## src/rtl/deadtime_gen.sv

```systemverilog
// -----------------------------------------------------------------------------
// deadtime_gen
//   Dead-time insertion stage that sits directly after the PWM comparator.
//   It turns the raw comparator output into complementary half-bridge gate
//   drives. Around every commutation it keeps both gates low for a
//   programmable number of clk cycles.
//
// Ports
//   clk        in   1          system clock, all logic on posedge
//   reset      in   1          synchronous, active-low reset
//   pwm_in     in   1          raw PWM request (1 = high side wanted)
//   dt_value   in   DT_WIDTH   dead time in clk cycles (0 = none)
//   pwm_onoff  in   1          PWM_ON enables the outputs, otherwise both low
//   dt_onoff   in   1          DT_ON enables the low-side gate, otherwise 0
//   pwm_hi     out  1          high-side gate, registered
//   pwm_lo     out  1          low-side gate, registered
//   dt_active  out  1          1 while the leg is in a dead-time state
// -----------------------------------------------------------------------------
module deadtime_gen #(
    parameter int DT_WIDTH = 10
) (
    input  logic                clk,
    input  logic                reset,
    input  logic                pwm_in,
    input  logic [DT_WIDTH-1:0] dt_value,
    input  logic                pwm_onoff,
    input  logic                dt_onoff,
    output logic                pwm_hi,
    output logic                pwm_lo,
    output logic                dt_active
);

    localparam logic PWM_ON = 1'b1;
    localparam logic DT_ON  = 1'b1;

    localparam logic [DT_WIDTH-1:0] CNT_ZERO = {DT_WIDTH{1'b0}};
    localparam logic [DT_WIDTH-1:0] CNT_ONE  = {{(DT_WIDTH-1){1'b0}}, 1'b1};

    typedef enum logic [2:0] {
        ST_IDLE  = 3'd0,
        ST_HI    = 3'd1,
        ST_DT_HL = 3'd2,   // high side off, waiting to turn low side on
        ST_LO    = 3'd3,
        ST_DT_LH = 3'd4    // low side off, waiting to turn high side on
    } state_e;

    state_e              state_q, state_d;
    logic [DT_WIDTH-1:0] cnt_q, cnt_d;
    logic                pwm_hi_q, pwm_hi_d;
    logic                pwm_lo_q, pwm_lo_d;
    logic                dt_active_q, dt_active_d;

    // Next-state, dead-time counter and next-output decode
    always_comb begin
        state_d = state_q;
        cnt_d   = cnt_q;

        if (pwm_onoff != PWM_ON) begin
            // Disable wins over every other transition, from any state.
            state_d = ST_IDLE;
            cnt_d   = CNT_ZERO;
        end else begin
            case (state_q)
                ST_IDLE: begin
                    // Start-up always goes through a dead-time phase, because
                    // the state of the opposite switch is not known.
                    if (dt_value == CNT_ZERO) begin
                        state_d = pwm_in ? ST_HI : ST_LO;
                        cnt_d   = CNT_ZERO;
                    end else begin
                        state_d = pwm_in ? ST_DT_LH : ST_DT_HL;
                        cnt_d   = dt_value;
                    end
                end
                ST_HI: begin
                    if (!pwm_in) begin
                        if (dt_value == CNT_ZERO) begin
                            state_d = ST_LO;
                            cnt_d   = CNT_ZERO;
                        end else begin
                            state_d = ST_DT_HL;
                            cnt_d   = dt_value;
                        end
                    end else begin
                        state_d = ST_HI;
                    end
                end
                ST_DT_HL: begin
                    if (pwm_in) begin
                        // Request reversed before the low side was ever on.
                        state_d = ST_HI;
                        cnt_d   = CNT_ZERO;
                    end else if (cnt_q <= CNT_ONE) begin
                        state_d = ST_LO;
                        cnt_d   = CNT_ZERO;
                    end else begin
                        cnt_d   = cnt_q - CNT_ONE;
                    end
                end
                ST_LO: begin
                    if (pwm_in) begin
                        if (dt_value == CNT_ZERO) begin
                            state_d = ST_HI;
                            cnt_d   = CNT_ZERO;
                        end else begin
                            state_d = ST_DT_LH;
                            cnt_d   = dt_value;
                        end
                    end else begin
                        state_d = ST_LO;
                    end
                end
                ST_DT_LH: begin
                    if (!pwm_in) begin
                        state_d = ST_LO;
                        cnt_d   = CNT_ZERO;
                    end else if (cnt_q <= CNT_ONE) begin
                        state_d = ST_HI;
                        cnt_d   = CNT_ZERO;
                    end else begin
                        cnt_d   = cnt_q - CNT_ONE;
                    end
                end
                default: begin
                    state_d = ST_IDLE;
                    cnt_d   = CNT_ZERO;
                end
            endcase
        end

        // Outputs come from the next state so that they update on the same
        // edge that samples the input. Both gates come from one state, so
        // they can never be on together.
        pwm_hi_d    = (state_d == ST_HI);
        pwm_lo_d    = (state_d == ST_LO) && (dt_onoff == DT_ON);
        dt_active_d = (state_d == ST_DT_HL) || (state_d == ST_DT_LH);
    end

    // State, counter and output registers with synchronous active-low reset
    always_ff @(posedge clk) begin
        if (!reset) begin
            state_q     <= ST_IDLE;
            cnt_q       <= CNT_ZERO;
            pwm_hi_q    <= 1'b0;
            pwm_lo_q    <= 1'b0;
            dt_active_q <= 1'b0;
        end else begin
            state_q     <= state_d;
            cnt_q       <= cnt_d;
            pwm_hi_q    <= pwm_hi_d;
            pwm_lo_q    <= pwm_lo_d;
            dt_active_q <= dt_active_d;
        end
    end

    assign pwm_hi    = pwm_hi_q;
    assign pwm_lo    = pwm_lo_q;
    assign dt_active = dt_active_q;

endmodule

```

## config.mk

```make
export PLATFORM = sky130hd
export DESIGN_NAME = deadtime_gen
export DESIGN_NICKNAME = d
export VERILOG_FILES = /design/src/rtl/deadtime_gen.sv
export SDC_FILE = /design/constraint.sdc
export NUM_CORES = 1
export LEC_CHECK = 0
export ABC_AREA = 1
export CAP_MARGIN = 0
export CORE_MARGIN = 2
export CORE_UTILIZATION = 58
export CTS_BUF_LIST = sky130_fd_sc_hd__clkbuf_4
export DETAILED_ROUTE_END_ITERATION = 10
export PLACE_DENSITY_LB_ADDON = 0.12
export SETUP_SLACK_MARGIN = 0.4
export SLEW_MARGIN = 20
export SYNTH_ARGS = -nofsm -noshare
export SYNTH_HDL_FRONTEND = slang
export SYNTH_SLANG_ARGS = --single-unit
```

## constraint.sdc

```tcl
create_clock -name clk -period 4.34 [get_ports clk]
set_clock_uncertainty 0.1 [all_clocks]
set_input_delay 1.085 -clock clk [delete_from_list [all_inputs] [get_ports clk]]
set_output_delay 1.085 -clock clk [all_outputs]
set_load 0.03 [all_outputs]
```

==> summary by stage <==
Route
The detailed router put a total of 1010 um of wire on met1. In the final routed layout, each cell accounts on average for 10.6 um. The met2 wire length is 1150 um.

The via count of the routed design is 1,108. After detailed routing, the number of remaining DRC violations is 0. The final antenna-violating net count is 0. The violation count after the first detailed-routing iteration is 20.

The pre-antenna-repair detailed-routing pass consisted of 4 iterations. Summed over all layers, the routed wires come to 2340 um. The top routing layer in use is met4. Dividing the detail-routed via count by the number of cells gives 5.04. The met3 wirelength from detailed routing is 154 um.

CTS
The post-cts repair resize count is 0. The CTS tree is yes. The H-tree depth is 1.

Hold repair after CTS inserted 0 buffers. The clock slew seen by the registers of the worst setup and hold paths is 80 ps. The buffer levels on the longest clock path is 2. The clock latency on the worst-skew pair is 270 ps. The setup fix buffers added after clock tree synthesis is 0. The master cell of the clock root buffer is clkbuf_4.

The number of clock sinks is 16. Counting the buffers created by CTS gives 3.

Pwr
The clock group share of total power is 21.3%. The combinational fraction of design power is 31.2%. The peak ir drop on the vdd network is 0.234 mV. For this design the static power due to leakage is 0.618 nW. Sequential cells burn 47.4% of the power. The internal cell power is 232 uW. The share of total power consumed by net switching is 32.3%. The power density over the cells is 269 nW/um^2. The switching power is 111 uW.

Place
During placement, the flow inserted port buffers numbering 17. The wire-length estimate of the detail-placed layout is 1920 um. After detailed placement, the total cell area comes to 1250 sq um.

At the end of routability-driven placement, the weighted congestion stood at 0.883.

Min path
The worst hold path class is flip-flop to flip-flop. The sink of the worst hold path is cnt_q[1]. The launch instance of the worst min-delay path is cnt_q[1]. The depth of the worst hold-timing path is 2.

Finish
The ratio of cells with drive above 1 in the final layout is 9.74%. The top cell types in the final layout, fill and taps aside, are nand2_1 (55), nor2_1 (21), inv_1 (17), clkdlybuf4s50_1 (17), dfxtp_1 (16). Relative to the synthesized area, the layout overhead comes to 20.4%. The repair_antennas step left the layout with diodes totalling 0. The layout net count is 214.

The most common cell after layout, fill and taps aside is nand2_1. The finished cells cover 1270 sq um.

Global route
The total grt overflow is 0. For this run, the total global-route usage over all layers was measured as 25.0%. The number of global-route vias before repair is 1,006. Entering global routing, the biggest net connects 12 pins. The number of antenna violations at the first check in global routing was 0. The first global-routing pass estimated 3910 um of wire.

Setup path
The flop-to-flop setup slack is 2550 ps. The worst setup path is captured at a flip-flop. By startpoint and endpoint, the worst setup path is classified as primary input to flip-flop. At the worst endpoint, the required time is 4390 ps.

The cell depth of the worst flop-to-flop path is 11. At the worst endpoint, the arrival time is 2500 ps. Along the worst path, the maximum fanout reaches 11. The launching point of the worst reg2reg path is cnt_q[0]. The capture point of the worst reg-to-reg path is cnt_q[8]. The type of origin of the critical path is a primary input.

Floorplan
The die is 46.7 um tall. The number of rows in the core area is 15. The die area is 2180 sq um.

In this run the horizontal extent of the chip is 46.7 um. The initial standard-cell utilization of the core is 61.3%. The placeable core area is 1730 sq um. The number of ports placed on the die boundary is 18.

Status
The run finished with clean final reports.

STA
The number of hold violations in the final report was 0. The time the worst path needs with I/O delays and setup is 2450 ps. Summed over all failing endpoints, the final setup total negative slack is 0 ps.

Setup repair after global routing left no endpoint under its margin. The final cycle utilization of the critical path is 56.3%. Setup violations remaining at the end of the flow were counted as 0. For the pin with the worst max-slew slack, the measured transition is 431 ps.

The headroom to the max-slew limit is 71.3%. The number of max-slew violations in the final report came to 0. The maximum operating frequency is 409 MHz.

Yosys
The fraction of post-synthesis cell area in the top cell type by area is 30.3%. The number of register bits inferred by synthesis is 16. The number of library cell types mapped by synthesis is 22. The Yosys step of the flow raised 0 warnings.

The cell type contributing the most total cell area after synthesis is dfxtp_1. The average size of a mapped cell is 6.01 sq um. The share of synthesized area occupied by flip-flops and latches is 30.3%. After synthesis, the cell types taking the most area are dfxtp_1 (30%), nand2_1 (20%), nor2_1 (7.4%), nand3_1 (7.1%), inv_1 (6.0%). The cell area that synthesis handed to floorplanning was 1060 sq um. Synthesis handed over a netlist of 176 instances. The number of nets produced by synthesis is 193.

Job
The number of max-capacitance violations reported is 0.
[worst max-delay path by stage]
stage / to / start / cells after the start / slack [ps]
4_1_cts: dt_active / dt_active / 1 / 1880
3_3_place_gp: cnt_q[4] / pwm_in / 9 / 1730
5_1_grt: cnt_q[0] / pwm_in / 9 / 1780
2_1_floorplan: cnt_q[9] / pwm_in / 9 / 2310
6_report: cnt_q[0] / pwm_in / 9 / 1890
3_5_place_dp: cnt_q[0] / pwm_in / 9 / 1620
[logic make-up (layout without fill, tap and decap cells)]
kind of cell | Yosys count | after routing | synth area share [%]
flip-flops | 16 | 16 | 30.3
AO/OA/AOI/OAI | 25 | 25 | 13.0
AND/OR/NAND/NOR | 102 | 102 | 40.7
XOR/XNOR | 5 | 5 | 4.14
adder cells (fa/ha/maj) | 2 | 2 | 2.36
buffers and inverters | 26 | 45 | 9.57
[power groups by stage]
stage / clock network (mW) / logic, mW / registers, mW
after floorplan: 0 / 0.0736 / 0.167
after detailed placement: 0 / 0.107 / 0.166
after CTS: 0.0752 / 0.108 / 0.163
after global routing: 0.0811 / 0.122 / 0.164
after global placement: 0 / 0.104 / 0.166
final: 0.0732 / 0.107 / 0.163
[cells in the mapped netlist, drive strengths merged]
cell type,instances
xnor2,3
nor3,2
nand3,16
xor2,2
clkinv,1
inv,24
o21ai,10
o21bai,2
nor2,23
ha,2
nand2,59
nand4,2
dfxtp,16
buf,1
a21oi,13
[metrics by stage]
step | hold WS (ps) | power, mW | util (%) | instances | setup slack [ps]
3_3_place_gp | 388 | 0.270 | 72.5 | 217 | 1730
5_1_grt | 426 | 0.367 | 73.8 | 220 | 1780
4_1_cts | 395 | 0.346 | 73.8 | 220 | 1880
3_5_place_dp | 382 | 0.273 | 72.5 | 217 | 1620
2_1_floorplan | 357 | 0.240 | - | 176 | 2310
6_report | 392 | 0.343 | 73.8 | 220 | 1890
[state kept, by name, summed over array words and instances (netlist names)]
name	count
pwm_lo	1
pwm_hi	1
dt_active	1
state_q	3
cnt_q	10
[critical path: stages]
cell	delay, ps
clkdlybuf4s50_1	470
inv_2	150
nand2_1	60
nor2_1	120
inv_1	80
o21ai_2	180
inv_2	180
nand2_1	100
a21oi_1	60
[layer usage]
layer	GRT usage (%)	vias to the layer above
met2	44.4	33
met4	8.33	0
met1	30.5	477
li1	-	594
met3	4.31	4
met5	0	-
[layout make-up]
type                            count  area (sq um)
Sequential cell                    16           320
Multi-Input combinational cell    134           637
Timing Repair Buffer               17           170
Inverter                           25          93.8
Tap cell                           25          31.3
Fill cell                         160           452
Clock buffer                        3          22.5
Power figures use the tool's default switching activity.
